## src/rtl/xgmii2gmii.sv

```systemverilog
`default_nettype none
// ============================================================================
// Module      : xgmii2gmii
// Description : Serialises 64-bit XGMII transmit words into a GMII byte
//               stream (lane 0 first) with frame/error decode and counters.
// Revision    : 1.0 - initial release
// ============================================================================
module xgmii2gmii (
    input  logic        gmii_clk,
    input  logic        sys_rst,
    input  logic [7:0]  xgmii_txc,
    input  logic [63:0] xgmii_txd,
    input  logic        in_valid,
    output logic        in_ready,
    output logic        gmii_tx_en,
    output logic        gmii_tx_er,
    output logic [7:0]  gmii_txd,
    output logic [31:0] stat_frames,
    output logic [15:0] stat_errors
);

    localparam logic [7:0] C_START    = 8'hFB;
    localparam logic [7:0] C_TERM     = 8'hFD;
    localparam logic [7:0] C_IDLE     = 8'h07;
    localparam logic [7:0] C_PREAMBLE = 8'h55;

    typedef enum logic [1:0] {
        ST_IDLE  = 2'd0,
        ST_FRAME = 2'd1,
        ST_DROP  = 2'd2
    } state_t;

    state_t      r_state;
    state_t      w_state_nxt;

    logic [7:0]  r_txc;
    logic [63:0] r_txd;
    logic        r_full;
    logic [2:0]  r_ptr;

    logic        r_tx_en;
    logic        r_tx_er;
    logic [7:0]  r_gtxd;
    logic [31:0] r_frames;
    logic [15:0] r_errors;

    logic        w_accept;
    logic        w_lane_c;
    logic [7:0]  w_lane_d;
    logic        w_tx_en;
    logic        w_tx_er;
    logic [7:0]  w_gtxd;
    logic        w_frame_inc;
    logic        w_err_inc;

    // A new word may land on the same edge that lane 7 of the old one is used.
    assign in_ready = !r_full || (r_ptr == 3'd7);
    assign w_accept = in_valid && in_ready;
    assign w_lane_c = r_txc[r_ptr];
    assign w_lane_d = r_txd[{r_ptr, 3'b000} +: 8];

    always_ff @(posedge gmii_clk) begin
        if (sys_rst) begin
            r_full <= 1'b0;
            r_ptr  <= 3'd0;
            r_txc  <= 8'h00;
            r_txd  <= 64'h0;
        end else if (w_accept) begin
            r_txc  <= xgmii_txc;
            r_txd  <= xgmii_txd;
            r_ptr  <= 3'd0;
            r_full <= 1'b1;
        end else if (r_full) begin
            r_ptr <= r_ptr + 3'd1;
            if (r_ptr == 3'd7) begin
                r_full <= 1'b0;
            end
        end
    end

    always_comb begin
        w_state_nxt = r_state;
        w_tx_en     = 1'b0;
        w_tx_er     = 1'b0;
        w_gtxd      = 8'h00;
        w_frame_inc = 1'b0;
        w_err_inc   = 1'b0;
        case (r_state)
            ST_IDLE: begin
                if (r_full) begin
                    if (!w_lane_c) begin
                        w_err_inc = 1'b1;
                    end else if (w_lane_d == C_START) begin
                        w_tx_en     = 1'b1;
                        w_gtxd      = C_PREAMBLE;
                        w_state_nxt = ST_FRAME;
                    end
                end
            end
            ST_FRAME: begin
                if (!r_full) begin
                    // Underrun: poison the frame on the wire, then drop the rest.
                    w_tx_en     = 1'b1;
                    w_tx_er     = 1'b1;
                    w_err_inc   = 1'b1;
                    w_state_nxt = ST_DROP;
                end else if (!w_lane_c) begin
                    w_tx_en = 1'b1;
                    w_gtxd  = w_lane_d;
                end else if (w_lane_d == C_TERM) begin
                    w_frame_inc = 1'b1;
                    w_state_nxt = ST_IDLE;
                end else if (w_lane_d == C_IDLE) begin
                    w_err_inc   = 1'b1;
                    w_state_nxt = ST_IDLE;
                end else begin
                    w_tx_en   = 1'b1;
                    w_tx_er   = 1'b1;
                    w_gtxd    = w_lane_d;
                    w_err_inc = 1'b1;
                end
            end
            ST_DROP: begin
                if (r_full && w_lane_c && (w_lane_d == C_TERM || w_lane_d == C_IDLE)) begin
                    w_state_nxt = ST_IDLE;
                end
            end
            default: begin
                w_state_nxt = ST_IDLE;
            end
        endcase
    end

    always_ff @(posedge gmii_clk) begin
        if (sys_rst) begin
            r_state  <= ST_IDLE;
            r_tx_en  <= 1'b0;
            r_tx_er  <= 1'b0;
            r_gtxd   <= 8'h00;
            r_frames <= 32'd0;
            r_errors <= 16'd0;
        end else begin
            r_state <= w_state_nxt;
            r_tx_en <= w_tx_en;
            r_tx_er <= w_tx_er;
            r_gtxd  <= w_gtxd;
            if (w_frame_inc) begin
                r_frames <= r_frames + 32'd1;
            end
            if (w_err_inc && (r_errors != 16'hFFFF)) begin
                r_errors <= r_errors + 16'd1;
            end
        end
    end

    assign gmii_tx_en  = r_tx_en;
    assign gmii_tx_er  = r_tx_er;
    assign gmii_txd    = r_gtxd;
    assign stat_frames = r_frames;
    assign stat_errors = r_errors;

endmodule
`default_nettype wire

```

## config.mk

```make
export PLATFORM = sky130hd
export DESIGN_NAME = xgmii2gmii
export DESIGN_NICKNAME = d
export VERILOG_FILES = /design/src/rtl/xgmii2gmii.sv
export SDC_FILE = /design/constraint.sdc
export NUM_CORES = 1
export LEC_CHECK = 0
export BUFFER_PORTS_ARGS = -buffer_cell sky130_fd_sc_hd__buf_2
export CAP_MARGIN = 10
export CORE_ASPECT_RATIO = 1.5
export CORE_MARGIN = 2
export CORE_UTILIZATION = 60
export CTS_BUF_LIST = sky130_fd_sc_hd__clkbuf_4
export CTS_CLUSTER_SIZE = 28
export DETAILED_ROUTE_END_ITERATION = 10
export PLACE_DENSITY = 0.87
export SLEW_MARGIN = 20
export SYNTH_ARGS = -nofsm -noshare
export SYNTH_HDL_FRONTEND = slang
export SYNTH_SLANG_ARGS = --single-unit
```

## constraint.sdc

```tcl
create_clock -name gmii_clk -period 4.9 [get_ports gmii_clk]
set_input_delay 1.47 -clock gmii_clk [delete_from_list [all_inputs] [get_ports gmii_clk]]
set_output_delay 1.47 -clock gmii_clk [all_outputs]
set_load 0.01 [all_outputs]
```

---- After elaboration in Yosys (flattened, before gate mapping) ----
Cells that the tools add are included.
word-level totals
  memory bits (read-only) ................. 0
  register bits ........................... 136
  memory bits (writable) .................. 0
  input port bits ......................... 75
  latch bits .............................. 0
  memories ................................ 0
  logic and storage cells ................. 82
operators by class
  equality and inequality tests ........... 13
  divide/modulo/power cells ............... 0
  shift-type cells ........................ 1
  reduce and logical (&&, ||, !) cells .... 11
  multipliers ............................. 0
  add/subtract/negate cells ............... 3
  muxes and demuxes ....................... 42
  bitwise logic cells ..................... 1
  $lt $le $gt $ge ......................... 1
operator list
  cell                   count
  $shiftx 64x7->8        1
  $add 32x1->32 const B  1
  $mux 8                 4
  $mux 1                 22
  $mux 7                 3
  $add 16x1->16 const B  1
  $eq 8x8->1 const B     2
  $mux 2                 8
  $ne 16x16->1 const B   1
  $pmux 8 s2             1
  $eq 8x3->1 const B     1
  $ne 2x2->1 const B     4
  $pmux 2 s3             1
  $reduce_and 6->1       1
  $logic_and 1x1->1      4
  $lt 3x4->1 const B     1
  $ne 4x4->1 const B     1
  $pmux 1 s2             2
  $reduce_or 2->1        2
  $add 3x1->3 const B    1
  $bmux 1 s3             1
  $eq 3x3->1 const B     1
  $ne 3x3->1 const B     1
  $eq 2x1->1 const B     1
  5 further kinds        6

---- Longest topological paths before layout ----
Gate-level depths: netlist (run 1).
  depth in word-level cells ............... 7
  mapped depth ............................ 11

---- Least setup slack after synthesis (run 1) ----
OpenSTA, ideal clock, no wires.
  kind .................................... register to register
  start point ............................. register r_ptr[0]
  end point ............................... register r_frames[31], in the netlist stat_frames[31]
  library setup time ...................... 123 ps
  slack ................................... 2205 ps
  period minus slack after synthesis ...... 2695 ps
  arrival ................................. 2572 ps
  data required time ...................... 4777 ps
  stages on the path, launching flop included .. 11
  cell sequence ........................... dfxtp_1 buf_6 buf_6 mux4_2 mux2i_4 nand2b_1 nand4bb_1 buf_2 nor3_1 nor3b_1 mux2_1
on the way
  word-level cells in the longest chain between the ends .. 6
  elaborated cells between the ends (all ways) .. 8
  those cells by class .................... eq/ne: 1; shift: 1; mux: 6
RTL lines
  element                 line  source
  start, declared         39    logic [2:0] r_ptr;
  start signal, assigned  74    r_ptr <= r_ptr + 3'd1;
  $shiftx 64x7->8         60    assign w_lane_d = r_txd[{r_ptr, 3'b000} +: 8];
  $eq 8x8->1              110   end else if (w_lane_d == C_TERM) begin
  $mux 1                  110
  $mux 1 (*)              107   end else if (!w_lane_c) begin
  $mux 1 (*)              101   if (!r_full) begin
  $mux 1 (*)              88    case (r_state)
  end signal, assigned    148   r_frames <= r_frames + 32'd1;
  end, declared           44    logic [31:0] r_frames;
Every way passes the cells marked *; elsewhere a longest branch is shown, timed or not. The select of a mux whose other input is x is not followed.
A chain may end at the register's enable or synchronous reset.

---- Final worst setup path (run 1) ----
  start point ............................. register r_ptr[0]
  end point ............................... output port in_ready
on the way
  word-level cells in the longest chain between the ends .. 2
RTL lines
  element           line  source
  $eq 3x3->1        57    assign in_ready = !r_full || (r_ptr == 3'd7);
  $logic_or 1x1->1  57
  end, declared     14    output logic in_ready,
Every way passes these cells.

==> out/summary.json, run 1 <==
{
  "detailed_place_hpwl_um": 10200,
  "io_buffer_count": 133,
  "setup_viol": 0,
  "gr_util_met2_pct": 47.3,
  "internal_power_uw": 1610,
  "area_growth_syn_to_layout_pct": 16.1,
  "power_switching_uw": 515,
  "initial_standard_cell_utilization_of_the_core_pct": 61.5,
  "critPathMaxStageDelay_ns": 1.01,
  "final_cell_area_mm2": 0.00691,
  "synth.largest_area_cell": "sky130_fd_sc_hd__dfxtp_1",
  "synth-seq-area-share_pct": 45.7,
  "holdPathStages": 2,
  "post-place-ws_ns": 1.28,
  "routed_len_inst_um": 15.0,
  "fp.dieH_um": 126,
  "comb_power_share_pct": 7.9,
  "yosysMostFrequentCell": "sky130_fd_sc_hd__nand2_1",
  "clock_latency_ns": 0.52,
  "pwr_density_cell_mw_per_mm2": 308,
  "finalNonFillerCells": 935,
  "type_of_the_worst_min_delay_path": "register to register",
  "die_width_um": 85.3,
  "core-area_mm2": 0.00969,
  "met3_usage_pct": 5.70,
  "synth_edf_count": 0,
  "clkSlewWorstSetupHoldPaths_ns": 0.12,
  "grt.busiest_layer": "met2",
  "critPathRequiredTime_ns": 3.43,
  "slew_viol_final": 0,
  "finish.net_count": 886,
  "fin_skew_ns": 0.0180,
  "first_iter_violations": 271,
  "synth_warnings": 0,
  "vias_per_cell": 5.71,
  "critical_path.slowest_cell": "sky130_fd_sc_hd__dfxtp_1",
  "holdCritStartpoint": "r_txd[34]",
  "grt_max_degree": 93,
  "number_of_vias_in_the_routed_layout": 5336,
  "reg2regPathDepth": 7,
  "drt-total-wl_um": 14100,
  "period_share_pct": 79.2,
  "critical_path_peak_fanout": 18,
  "cts_root_buffer": "sky130_fd_sc_hd__clkbuf_4",
  "final.setup.tns_ns": 0,
  "worst_ep_arrival_time_ns": 2.41,
  "ctsResizeCount": 0,
  "r2r_end": "stat_frames[28]",
  "num_rows": 44,
  "crit_path_start_kind": "register",
  "rsz0062_at_grt": "no",
  "syn_avg_cell_area_um2": 8.54,
  "swShare_pct": 24.2,
  "firstDrtPassIters": 6,
  "placedCellCount": 903,
  "n_antenna_cell": 0,
  "seq_power_share_pct": 55.0,
  "yosys-top-cells-count": "170 x sky130_fd_sc_hd__nand2_1, 136 x sky130_fd_sc_hd__dfxtp_1, 84 x sky130_fd_sc_hd__a21oi_1",
  "min_to": "r_txd[34]",
  "route.antenna.remaining_nets": 0,
  "gr-usage-all-layers_pct": 26.4,
  "critPathBufInv": 1,
  "fraction_of_layout_cells_with_a_size_suffix_above_1_pct": 23.0,
  "cts_post_setup_buffers_inserted": 0,
  "cts_h_tree_depth": 4,
  "grt_first_pass_wirelength_um": 23000,
  "num_io_pins": 134,
  "first_global_vias": 5077,
  "maxCapViolations": 0,
  "worstSetupEndpointType": "output port",
  "gr-usage-met1_pct": 29.9,
  "initial_antenna_violation_count": 0,
  "critical_path.most_common_cell": "sky130_fd_sc_hd__ha_1",
  "slew_headroom_pct": 32.3,
  "number_of_clock_buffers_inserted_by_tritoncts": 17,
  "fillCellCount": 739,
  "r2r_slack_ns": 1.27,
  "area_share_of_the_largest_cell_type_after_synthesis_pct": 45.7,
  "power.static_leakage_uw": 0.00272,
  "worst-setup-path-type": "register to output port",
  "fin_crit_ns": 3.88,
  "ys_seq_elements": 136,
  "final-hold-violation-count": 0,
  "critical_path.cell_chain": "ha_1, ha_1, nand2b_1, buf_2",
  "clkPwrFrac_pct": 37.1,
  "post_synth_num_cell_types": 46,
  "clock_tree_from_tritoncts": "built",
  "critical_path.reg2reg.startpoint": "r_ptr[0]",
  "postSynthCellCount": 697,
  "gp_routability_congestion": 0.917,
  "worst_pin_slew_ns": 1.01,
  "die_area_mm2": 0.0108,
  "timing.critical_path.max_delay_family": "flip-flops",
  "synthesis.area_mm2": 0.00595,
  "pnr_worst_setup_slack_ns": 1.02,
  "peakVddDrop_mv": 0.256,
  "asyncSetResetFlopFracSynth_pct": 0,
  "clock-sinks": 136,
  "highest_clock_frequency_the_design_can_meet_ghz": 0.258,
  "outcome": "completed",
  "cts_hold_repair.buffers": 0,
  "synth_fp_nets": 776,
  "max-clock-path-buffers": 2,
  "synth_area_leaders": "sky130_fd_sc_hd__dfxtp_1 46%, sky130_fd_sc_hd__nand2_1 11%, sky130_fd_sc_hd__a21oi_1 7.1%",
  "grt_overflow_total": 0,
  "synth_top_flop_cell": "sky130_fd_sc_hd__dfxtp_1",
  "drc_errors": 0,
  "placed_cell_area_mm2": 0.00660
}
## layout make-up
cell class | count | area [µm²] | area share (%)
flip-flops and latches | 136 | 2720 | 39.4
clock inverters | 15 | 183 | 2.64
well taps | 115 | 144 | 2.08
repair buffers | 136 | 691 | 9.99
clock buffers | 17 | 128 | 1.85
multi-input cells | 505 | 3000 | 43.4
inverters | 11 | 41.3 | 0.598
## power groups by stage
stage	registers, µW	logic (µW)	clock network, µW
floorplan	1180	123	0
global placement	1190	160	0
detailed placement	1200	166	0
CTS	1170	167	799
global route	1180	187	845
finish	1170	167	789
## worst max-delay path by stage
stage               startpoint         endpoint  slack, ns  cells past startpoint
finish                r_ptr[0]         in_ready       1.02                      4
global route          r_ptr[0]         in_ready       0.85                      4
CTS                   r_ptr[0]         in_ready       0.99                      4
detailed placement    r_ptr[0]  stat_frames[28]       1.28                      7
global placement      r_ptr[1]  stat_errors[14]       1.40                      7
floorplan             r_ptr[0]  stat_frames[31]       2.20                     10
## layout by cell type (no fill, tap or decap), types with 10 or more instances in the layout
| master | count |
|---|---|
| sky130_fd_sc_hd__nand2_1 | 169 |
| sky130_fd_sc_hd__dfxtp_1 | 136 |
| sky130_fd_sc_hd__buf_2 | 132 |
| sky130_fd_sc_hd__a21oi_1 | 84 |
| sky130_fd_sc_hd__nor2_1 | 52 |
| sky130_fd_sc_hd__xnor2_1 | 31 |
| sky130_fd_sc_hd__nand3_1 | 20 |
| sky130_fd_sc_hd__nor4_1 | 19 |
| sky130_fd_sc_hd__mux4_2 | 18 |
| sky130_fd_sc_hd__clkbuf_4 | 17 |
| sky130_fd_sc_hd__nor3_1 | 16 |
| sky130_fd_sc_hd__nand4_1 | 14 |
| sky130_fd_sc_hd__inv_1 | 10 |
## cell families after synthesis
group | after synthesis | share of synthesized area (%)
and+or+nand+nor | 330 | 25.5
DFF | 136 | 45.7
AOI/OAI and AO/OA | 102 | 8.97
buffers and inverters | 56 | 4.03
xor gates and xnor gates | 37 | 5.44
muxes | 32 | 9.48
adders and majority gates | 4 | 0.841
## tightest hold or removal path, stage by stage (launching register included)
cell,delay (ns)
sky130_fd_sc_hd__dfxtp_1,0.32
sky130_fd_sc_hd__nand2_1,0.05
sky130_fd_sc_hd__a21oi_1,0.06
## state kept, by name, indices dropped and copies added, names as in the netlist
| name | flops |
|---|---|
| gmii_tx_er | 1 |
| gmii_tx_en | 1 |
| r_txc | 8 |
| gmii_txd | 8 |
| r_ptr | 3 |
| r_state | 2 |
| stat_frames | 32 |
| r_txd | 64 |
| r_full | 1 |
| stat_errors | 16 |
## metal layers
layer  share of wire [%]  wire length, µm  vias to the layer above
met3                 6.0              847                       41
met1                  39             5420                     2469
li1                    -                -                     2609
met4                 2.7              381                        0
met2                  53             7410                      217
met5                   0                0                        -
## stage by stage
stage,hold WS [ns],power [µW],util [%]
6_report,0.466,2130,71.3
5_1_grt,0.482,2210,71.3
4_1_cts,0.462,2140,71.3
3_5_place_dp,0.447,1360,68.1
3_3_place_gp,0.440,1350,68.1
2_1_floorplan,0.433,1300,-
Power figures use the tool's default switching activity.
==> inputs of run 2 (changes only) <==
- ABC_AREA: unset -> 1
- CORE_UTILIZATION: 60 -> 52
- PLACE_DENSITY: 0.87 -> 0.79
- clock period: 4.9 -> 3.26 ns (I/O delays scaled with it)
==> out/summary.json, run 2 <==
{
  "synth_area_leaders": "sky130_fd_sc_hd__dfxtp_1 40%, sky130_fd_sc_hd__nand2_1 13%, sky130_fd_sc_hd__a21oi_1 8.7%",
  "slew_viol_final": {"value": 0, "change": "unchanged"},
  "rsz0062_at_grt": "no",
  "synth.largest_area_cell": "sky130_fd_sc_hd__dfxtp_1",
  "first_global_vias": {"value": 6336, "change": "+25%"},
  "crit_path_start_kind": "register",
  "gr-usage-all-layers": {"value": 24.9, "unit": "%", "change": "-1.5 points"},
  "clock_latency": {"value": 0.54, "unit": "ns", "change": "+0.02 ns"},
  "holdCritStartpoint": "r_txd[31]",
  "outcome": "completed",
  "core-area": {"value": 0.0130, "unit": "mm²", "change": "+34%"},
  "critical_path_peak_fanout": {"value": 19, "change": "+1"},
  "synthesis.area": {"value": 0.00688, "unit": "mm²", "change": "+16%"},
  "vias_per_cell": {"value": 5.35, "change": "-6.3%"},
  "yosys-top-cells-count": "237 x sky130_fd_sc_hd__nand2_1, 136 x sky130_fd_sc_hd__dfxtp_1, 120 x sky130_fd_sc_hd__a21oi_1",
  "worst_ep_arrival_time": {"value": 2.04, "unit": "ns", "change": "-0.37 ns"},
  "period_share_pct": 92.6,
  "most_frequent_standard_cell_in_the_layout_excluding_fill_and_tap_cells": "sky130_fd_sc_hd__nand2_1",
  "synth-seq-area-share": {"value": 39.6, "unit": "%", "change": "-6.2 points"},
  "critical_path.reg2reg.startpoint": "r_ptr[0]",
  "clock_tree_from_tritoncts": "built",
  "r2r_slack": {"value": 0.48, "unit": "ns", "change": "-0.79 ns"},
  "clock-sinks": {"value": 136, "change": "unchanged"},
  "num_rows": {"value": 51, "change": "+16%"},
  "cts_hold_repair.buffers": {"value": 0, "change": "unchanged"},
  "slew_headroom": {"value": 54.1, "unit": "%", "change": "+22 points"},
  "clkSlewWorstSetupHoldPaths": {"value": 0.11, "unit": "ns", "change": "about the same"},
  "yosysMostFrequentCell": "sky130_fd_sc_hd__nand2_1",
  "final-hold-violation-count": {"value": 0, "change": "unchanged"},
  "synth_edf_count": {"value": 0, "change": "unchanged"},
  "holdPathStages": {"value": 2, "change": "unchanged"},
  "grt_first_pass_wirelength": {"value": 28600, "unit": "µm", "change": "+24%"},
  "routed_len_inst": {"value": 13.6, "unit": "µm", "change": "-9.6%"},
  "highest_clock_frequency_the_design_can_meet_ghz": 0.331,
  "critical_path.cell_chain": "ha_1, ha_1, or2_2, buf_2",
  "critPathMaxStageDelay": {"value": 0.55, "unit": "ns", "change": "-0.46 ns"},
  "final.hold.worst_slack": {"value": 0.459, "unit": "ns", "change": "-0.00712 ns"},
  "post_synth_num_cell_types": {"value": 34, "change": "-26%"},
  "fin_crit_ns": 3.02,
  "peakVddDrop": {"value": 0.422, "unit": "mV", "change": "+65%"},
  "critical_path.slowest_cell": "sky130_fd_sc_hd__dfxtp_1",
  "power.static_leakage": {"value": 0.00342, "unit": "µW", "change": "+26%"},
  "synth_top_flop_cell": "sky130_fd_sc_hd__dfxtp_1",
  "synth_fp_nets": {"value": 1090, "change": "+40%"},
  "critPathRequiredTime": {"value": 2.28, "unit": "ns", "change": "-1.15 ns"},
  "type_of_the_worst_min_delay_path": "register to register",
  "fin_skew": {"value": 0.0259, "unit": "ns", "change": "+0.00793 ns"},
  "worst-setup-path-type": "register to output port",
  "pwr_density_cell": {"value": 410, "unit": "mW/mm²", "change": "+33%"},
  "worst_pin_slew": {"value": 0.687, "unit": "ns", "change": "-0.327 ns"},
  "min_to": "r_txd[31]",
  "timing.critical_path.max_delay_family": "flip-flops",
  "number_of_vias_in_the_routed_layout": {"value": 6887, "change": "+29%"},
  "setup_viol": {"value": 0, "change": "unchanged"},
  "cts_post_setup_buffers_inserted": {"value": 0, "change": "unchanged"},
  "multi_input_gate_area": {"value": 0.00344, "unit": "mm²", "change": "+15%"},
  "die_area": {"value": 0.0142, "unit": "mm²", "change": "+32%"},
  "ctsResizeCount": {"value": 0, "change": "unchanged"},
  "grt_overflow_total": {"value": 0, "change": "unchanged"},
  "detailed_place_hpwl": {"value": 13000, "unit": "µm", "change": "+27%"},
  "reg2regPathDepth": {"value": 14, "change": "+7"},
  "fraction_of_layout_cells_with_a_size_suffix_above_1": {"value": 17.5, "unit": "%", "change": "-5.6 points"},
  "cts_h_tree_depth": {"value": 4, "change": "unchanged"},
  "largest-register": "r_txd",
  "r2r_end": "stat_frames[28]",
  "final.setup.tns": {"value": 0, "unit": "ns", "change": "unchanged"},
  "worstSetupEndpointType": "output port",
  "fillCellCount": {"value": 1304, "change": "+76%"},
  "ys_seq_elements": {"value": 136, "change": "unchanged"},
  "die_width": {"value": 97.9, "unit": "µm", "change": "+15%"},
  "fp.dieH": {"value": 145, "unit": "µm", "change": "+15%"},
  "area_share_of_the_largest_cell_type_after_synthesis": {"value": 39.6, "unit": "%", "change": "-6.2 points"},
  "cts_root_buffer": "sky130_fd_sc_hd__clkbuf_4",
  "max-clock-path-buffers": {"value": 2, "change": "unchanged"},
  "asyncSetResetFlopFracSynth": {"value": 0, "unit": "%", "change": "unchanged"},
  "area_growth_syn_to_layout_pct": 13.3,
  "synth_warnings": {"value": 0, "change": "unchanged"},
  "drt-total-wl": {"value": 17500, "unit": "µm", "change": "+25%"},
  "drc_errors": {"value": 0, "change": "unchanged"},
  "initial_standard_cell_utilization_of_the_core": {"value": 53.1, "unit": "%", "change": "-8.3 points"},
  "postSynthCellCount": {"value": 1011, "change": "+45%"},
  "firstDrtPassIters": {"value": 6, "change": "unchanged"},
  "critPathBufInv": {"value": 1, "change": "unchanged"},
  "grt_max_degree": {"value": 71, "change": "-24%"},
  "syn_avg_cell_area": {"value": 6.81, "unit": "µm²", "change": "-20%"},
  "io_buffer_count": {"value": 133, "change": "unchanged"},
  "gp_routability_congestion": {"value": 0.928, "change": "+1.3%"},
  "first_iter_violations": {"value": 226, "change": "-17%"},
  "number_of_clock_buffers_inserted_by_tritoncts": {"value": 17, "change": "unchanged"},
  "maxCapViolations": {"value": 0, "change": "unchanged"},
  "most-common-layout-cells": "236 x sky130_fd_sc_hd__nand2_1, 136 x sky130_fd_sc_hd__dfxtp_1, 133 x sky130_fd_sc_hd__buf_2",
  "largest_register_ffs": {"value": 64, "change": "unchanged"},
  "num_io_pins": {"value": 134, "change": "unchanged"},
  "regArea": {"value": 0.00272, "unit": "mm²", "change": "unchanged"},
  "route.antenna.remaining_nets": {"value": 0, "change": "unchanged"},
  "initial_antenna_violation_count": {"value": 1, "change": "+1"},
  "critical_path.most_common_cell": "sky130_fd_sc_hd__ha_1",
  "finish.net_count": {"value": 1194, "change": "+35%"}
}
==> run 2: changes by cell type after synthesis, sizes merged, moves of 23 or more <==
cell / change
nor2: +35
o21ai: +72
a21oi: +36
inv: +101
nand2: +72
xnor2: -23
nand3: +60
==> run 2: metal layers <==
metal | GRT usage [%] | vias up | part of all wire [%]
li1 | - | 3487 | -
met1 | 27.1 | 3097 | 39
met2 | 45.1 | 236 | 51
met3 | 3.84 | 67 | 4.9
met4 | 15.7 | 0 | 5.5
met5 | 0 | - | 0
==> run 2: report_power, final <==
| part | switching [µW] | internal, µW |
|---|---|---|
| clock | 645 | 391 |
| sequential | 27.9 | 1740 |
| combinational | 261 | 139 |
==> run 2: stage by stage <==
stage	total power [µW]	cell area (µm²)	setup WS [ns]	cells	utilization, %
2_1_floorplan	2090	6880	1.22	1011	-
3_3_place_gp	2190	7540	0.584	1255	58.2
3_5_place_dp	2200	7540	0.526	1255	58.2
4_1_cts	3220	7800	0.207	1287	60.2
5_1_grt	3360	7800	0.125	1288	60.2
6_report	3200	7800	0.240	1288	60.2
==> run 2: cells by family (layout without fill, tap and decap cells) <==
kind of cell / Yosys count / in the layout / share of synthesized area (%)
simple gates: 467 / 467 / 29.9
compound gates: 202 / 202 / 14.9
other cells: 0 / 1 / 0
fa+ha+maj: 4 / 4 / 0.727
buf+inv: 168 / 285 / 10.6
flops: 136 / 136 / 39.6
xor+xnor: 34 / 34 / 4.33
==> run 2: how the worst max path moves through the flow <==
stage,startpoint,endpoint,slack [ns],cells after the start
2_1_floorplan,stat_errors[0],stat_errors[0],1.22,9
3_3_place_gp,r_ptr[0],stat_frames[17],0.58,14
3_5_place_dp,r_ptr[0],stat_frames[28],0.53,14
4_1_cts,r_ptr[1],in_ready,0.21,4
5_1_grt,r_ptr[0],stat_frames[28],0.12,14
6_report,r_ptr[1],in_ready,0.24,4
==> run 2: worst min-delay path, cell delays in order (launching register included) <==
cell and delay (ns):
sky130_fd_sc_hd__dfxtp_1 0.32, sky130_fd_sc_hd__inv_1 0.06, sky130_fd_sc_hd__a21oi_1 0.05
==> run 2: layout make-up <==
| class | count | share of cell area (%) |
|---|---|---|
| antenna | 1 | 0.0321 |
| clock buffer | 18 | 1.73 |
| clock inverter | 14 | 1.60 |
| inverter | 111 | 5.37 |
| multi-input combinational | 707 | 44.1 |
| sequential | 136 | 34.9 |
| tap | 159 | 2.55 |
| timing repair buffer | 142 | 9.72 |
==> inputs of run 3 (changes only) <==
- CORE_UTILIZATION: 52 -> 57
- PLACE_DENSITY: 0.79 -> 0.82
- clock period: 3.26 -> 3 ns (I/O delays scaled with it)
==> out/summary.json, run 3 (same netlist as run 2, synthesis figures left out) <==
{
  "period_share_pct": 95.3,
  "initial_standard_cell_utilization_of_the_core": {"value": 57.9, "unit": "%", "change": "+4.7 points"},
  "num_rows": {"value": 49, "change": "-3.9%"},
  "critical_path.most_common_cell": "sky130_fd_sc_hd__ha_1",
  "number_of_vias_in_the_routed_layout": {"value": 6878, "change": "-0.13%"},
  "type_of_the_worst_min_delay_path": "register to register",
  "final-hold-violation-count": {"value": 0, "change": "unchanged"},
  "io_buffer_count": {"value": 133, "change": "unchanged"},
  "critPathLaunch": "r_ptr[0]",
  "grt_overflow_total": {"value": 0, "change": "unchanged"},
  "gp_routability_congestion": {"value": 0.902, "change": "-2.8%"},
  "largest_register_ffs": {"value": 64, "change": "unchanged"},
  "cts_post_setup_buffers_inserted": {"value": 0, "change": "unchanged"},
  "routed_len_inst": {"value": 13.7, "unit": "µm", "change": "+0.61%"},
  "drt-total-wl": {"value": 17500, "unit": "µm", "change": "+0.22%"},
  "first_iter_violations": {"value": 291, "change": "+29%"},
  "ctsResizeCount": {"value": 0, "change": "unchanged"},
  "crit_path_start_kind": "register",
  "critical_path_peak_fanout": {"value": 39, "change": "+20"},
  "number_of_clock_buffers_inserted_by_tritoncts": {"value": 17, "change": "unchanged"},
  "clkSlewWorstSetupHoldPaths": {"value": 0.11, "unit": "ns", "change": "about the same"},
  "firstDrtPassIters": {"value": 7, "change": "+1"},
  "cts_hold_repair.buffers": {"value": 0, "change": "unchanged"},
  "max-clock-path-buffers": {"value": 2, "change": "unchanged"},
  "most-common-layout-cells": "236 x sky130_fd_sc_hd__nand2_1, 136 x sky130_fd_sc_hd__dfxtp_1, 133 x sky130_fd_sc_hd__buf_2",
  "die_width": {"value": 93.7, "unit": "µm", "change": "-4.3%"},
  "fp.dieH": {"value": 139, "unit": "µm", "change": "-4.4%"},
  "num_io_pins": {"value": 134, "change": "unchanged"},
  "critical_path.cell_chain": "buf_6, ha_1, ha_1, or2_2, buf_2",
  "cts_root_buffer": "sky130_fd_sc_hd__clkbuf_4",
  "grt_max_degree": {"value": 77, "change": "+8.5%"},
  "fillCellCount": {"value": 1143, "change": "-12%"},
  "rsz0062_at_grt": "no",
  "holdCritStartpoint": "r_txd[31]",
  "cts_h_tree_depth": {"value": 4, "change": "unchanged"},
  "area_growth_syn_to_layout": {"value": 13.3, "unit": "%", "change": "about the same"},
  "worst_pin_slew": {"value": 0.513, "unit": "ns", "change": "-0.174 ns"},
  "slew_headroom": {"value": 65.7, "unit": "%", "change": "+12 points"},
  "critPathMaxStageDelay": {"value": 0.34, "unit": "ns", "change": "-0.21 ns"},
  "pwr_density_cell": {"value": 440, "unit": "mW/mm²", "change": "+7.2%"},
  "clock_tree_from_tritoncts": "built",
  "worstSetupEndpointType": "output port",
  "pnr_worst_setup_slack": {"value": 0.141, "unit": "ns", "change": "-0.0998 ns"},
  "vias_per_cell": {"value": 5.36, "change": "+0.26%"},
  "route.antenna.remaining_nets": {"value": 0, "change": "unchanged"},
  "highest_clock_frequency_the_design_can_meet_ghz": 0.350,
  "worst_ep_arrival_time": {"value": 1.96, "unit": "ns", "change": "-0.08 ns"},
  "clock_latency": {"value": 0.53, "unit": "ns", "change": "about the same"},
  "timing.critical_path.max_delay_family": "adder cells",
  "maxCapViolations": {"value": 0, "change": "unchanged"},
  "most_frequent_standard_cell_in_the_layout_excluding_fill_and_tap_cells": "sky130_fd_sc_hd__nand2_1",
  "grt_first_pass_wirelength": {"value": 28900, "unit": "µm", "change": "+0.89%"},
  "first_global_vias": {"value": 6363, "change": "+0.43%"},
  "fraction_of_layout_cells_with_a_size_suffix_above_1": {"value": 17.4, "unit": "%", "change": "-0.10 points"},
  "final.setup.tns": {"value": 0, "unit": "ns", "change": "unchanged"},
  "initial_antenna_violation_count": {"value": 1, "change": "unchanged"},
  "critical_path.reg2reg.startpoint": "r_ptr[1]",
  "setup_viol": {"value": 0, "change": "unchanged"},
  "post-place-ws": {"value": 0.601, "unit": "ns", "change": "+0.0745 ns"},
  "clock-sinks": {"value": 136, "change": "unchanged"},
  "outcome": "completed",
  "largest-register": "r_txd",
  "multi_input_gate_area": {"value": 0.00344, "unit": "mm²", "change": "unchanged"},
  "fin_skew": {"value": 0.0280, "unit": "ns", "change": "+0.00213 ns"},
  "peakVddDrop": {"value": 0.319, "unit": "mV", "change": "-24%"},
  "detailed_place_hpwl": {"value": 12900, "unit": "µm", "change": "-0.69%"},
  "gr-usage-all-layers": {"value": 27.6, "unit": "%", "change": "+2.6 points"},
  "die_area": {"value": 0.0130, "unit": "mm²", "change": "-8.5%"},
  "core-area": {"value": 0.0119, "unit": "mm²", "change": "-8.2%"},
  "final_util": {"value": 65.6, "unit": "%", "change": "+5.4 points"},
  "finish.net_count": {"value": 1195, "change": "+0.084%"},
  "critPathBufInv": {"value": 2, "change": "+1"},
  "power.static_leakage": {"value": 0.00343, "unit": "µW", "change": "+0.33%"},
  "critPathRequiredTime": {"value": 2.10, "unit": "ns", "change": "-0.18 ns"},
  "drc_errors": {"value": 0, "change": "unchanged"},
  "critical_path.slowest_cell": "sky130_fd_sc_hd__dfxtp_1",
  "regArea": {"value": 0.00272, "unit": "mm²", "change": "unchanged"},
  "worst-setup-path-type": "register to output port",
  "slew_viol_final": {"value": 0, "change": "unchanged"},
  "fin_crit_ns": 2.86
}
run 3: cell count changes in the layout (fill, tap and decap cells not counted), sizes merged:
cell      before  now
clkinv         5   11
inv          115  111
clkinvlp       4    2
buf          142  143
run 3: layer usage:
metal  GRT usage (%)  wire [µm]  vias up
met5               0          0        -
met4            14.3        789        0
met3            4.29        869       51
met2            49.8       9400      225
met1            30.3       6490     3114
li1                -          -     3488
run 3: area by class of cell:
type | count | share of cell area, %
clock inverters | 14 | 1.41
well taps | 153 | 2.45
multi-input cells | 707 | 44.1
inverters | 111 | 5.37
clock buffers | 18 | 1.73
diodes | 1 | 0.0321
repair buffers | 143 | 10.0
flip-flops and latches | 136 | 34.9
run 3: power breakdown:
part	internal [µW]	leakage (µW)	total [µW]	switching, µW
combinational	154	0.00219	442	288
clock	408	0.000132	1070	666
sequential	1890	0.00111	1910	26.2
total	2450	0.00343	3430	981
run 3: worst register-to-register path: stages (launching register included):
cell and delay, ns:
sky130_fd_sc_hd__dfxtp_1 0.43, sky130_fd_sc_hd__inv_2 0.34, sky130_fd_sc_hd__nand3_1 0.18, sky130_fd_sc_hd__nand2_1 0.10, sky130_fd_sc_hd__nand2_1 0.05, sky130_fd_sc_hd__nand2_1 0.13
sky130_fd_sc_hd__nand2_1 0.11, sky130_fd_sc_hd__nor2_4 0.12, sky130_fd_sc_hd__nand3_2 0.12, sky130_fd_sc_hd__inv_4 0.24, sky130_fd_sc_hd__nand3_1 0.11, sky130_fd_sc_hd__buf_4 0.23
sky130_fd_sc_hd__nand2_1 0.09, sky130_fd_sc_hd__a21oi_1 0.06
run 3: final timing paths:
path,end,slack [ns],depth (start not counted)
max,in_ready,0.14,5
min,r_txd[31],0.46,2
max reg2reg,stat_frames[22],0.57,13
min reg2reg,r_txd[31],0.46,2
run 3: stage by stage:
stage / hold WS [ns] / std cells / power [µW] / instance area (µm²)
6_report: 0.460 / 1283 / 3430 / 7800
3_5_place_dp: 0.444 / 1250 / 2390 / 7550
3_3_place_gp: 0.439 / 1250 / 2380 / 7550
4_1_cts: 0.459 / 1282 / 3440 / 7790
2_1_floorplan: 0.429 / 1011 / 2270 / 6880
5_1_grt: 0.478 / 1283 / 3590 / 7800
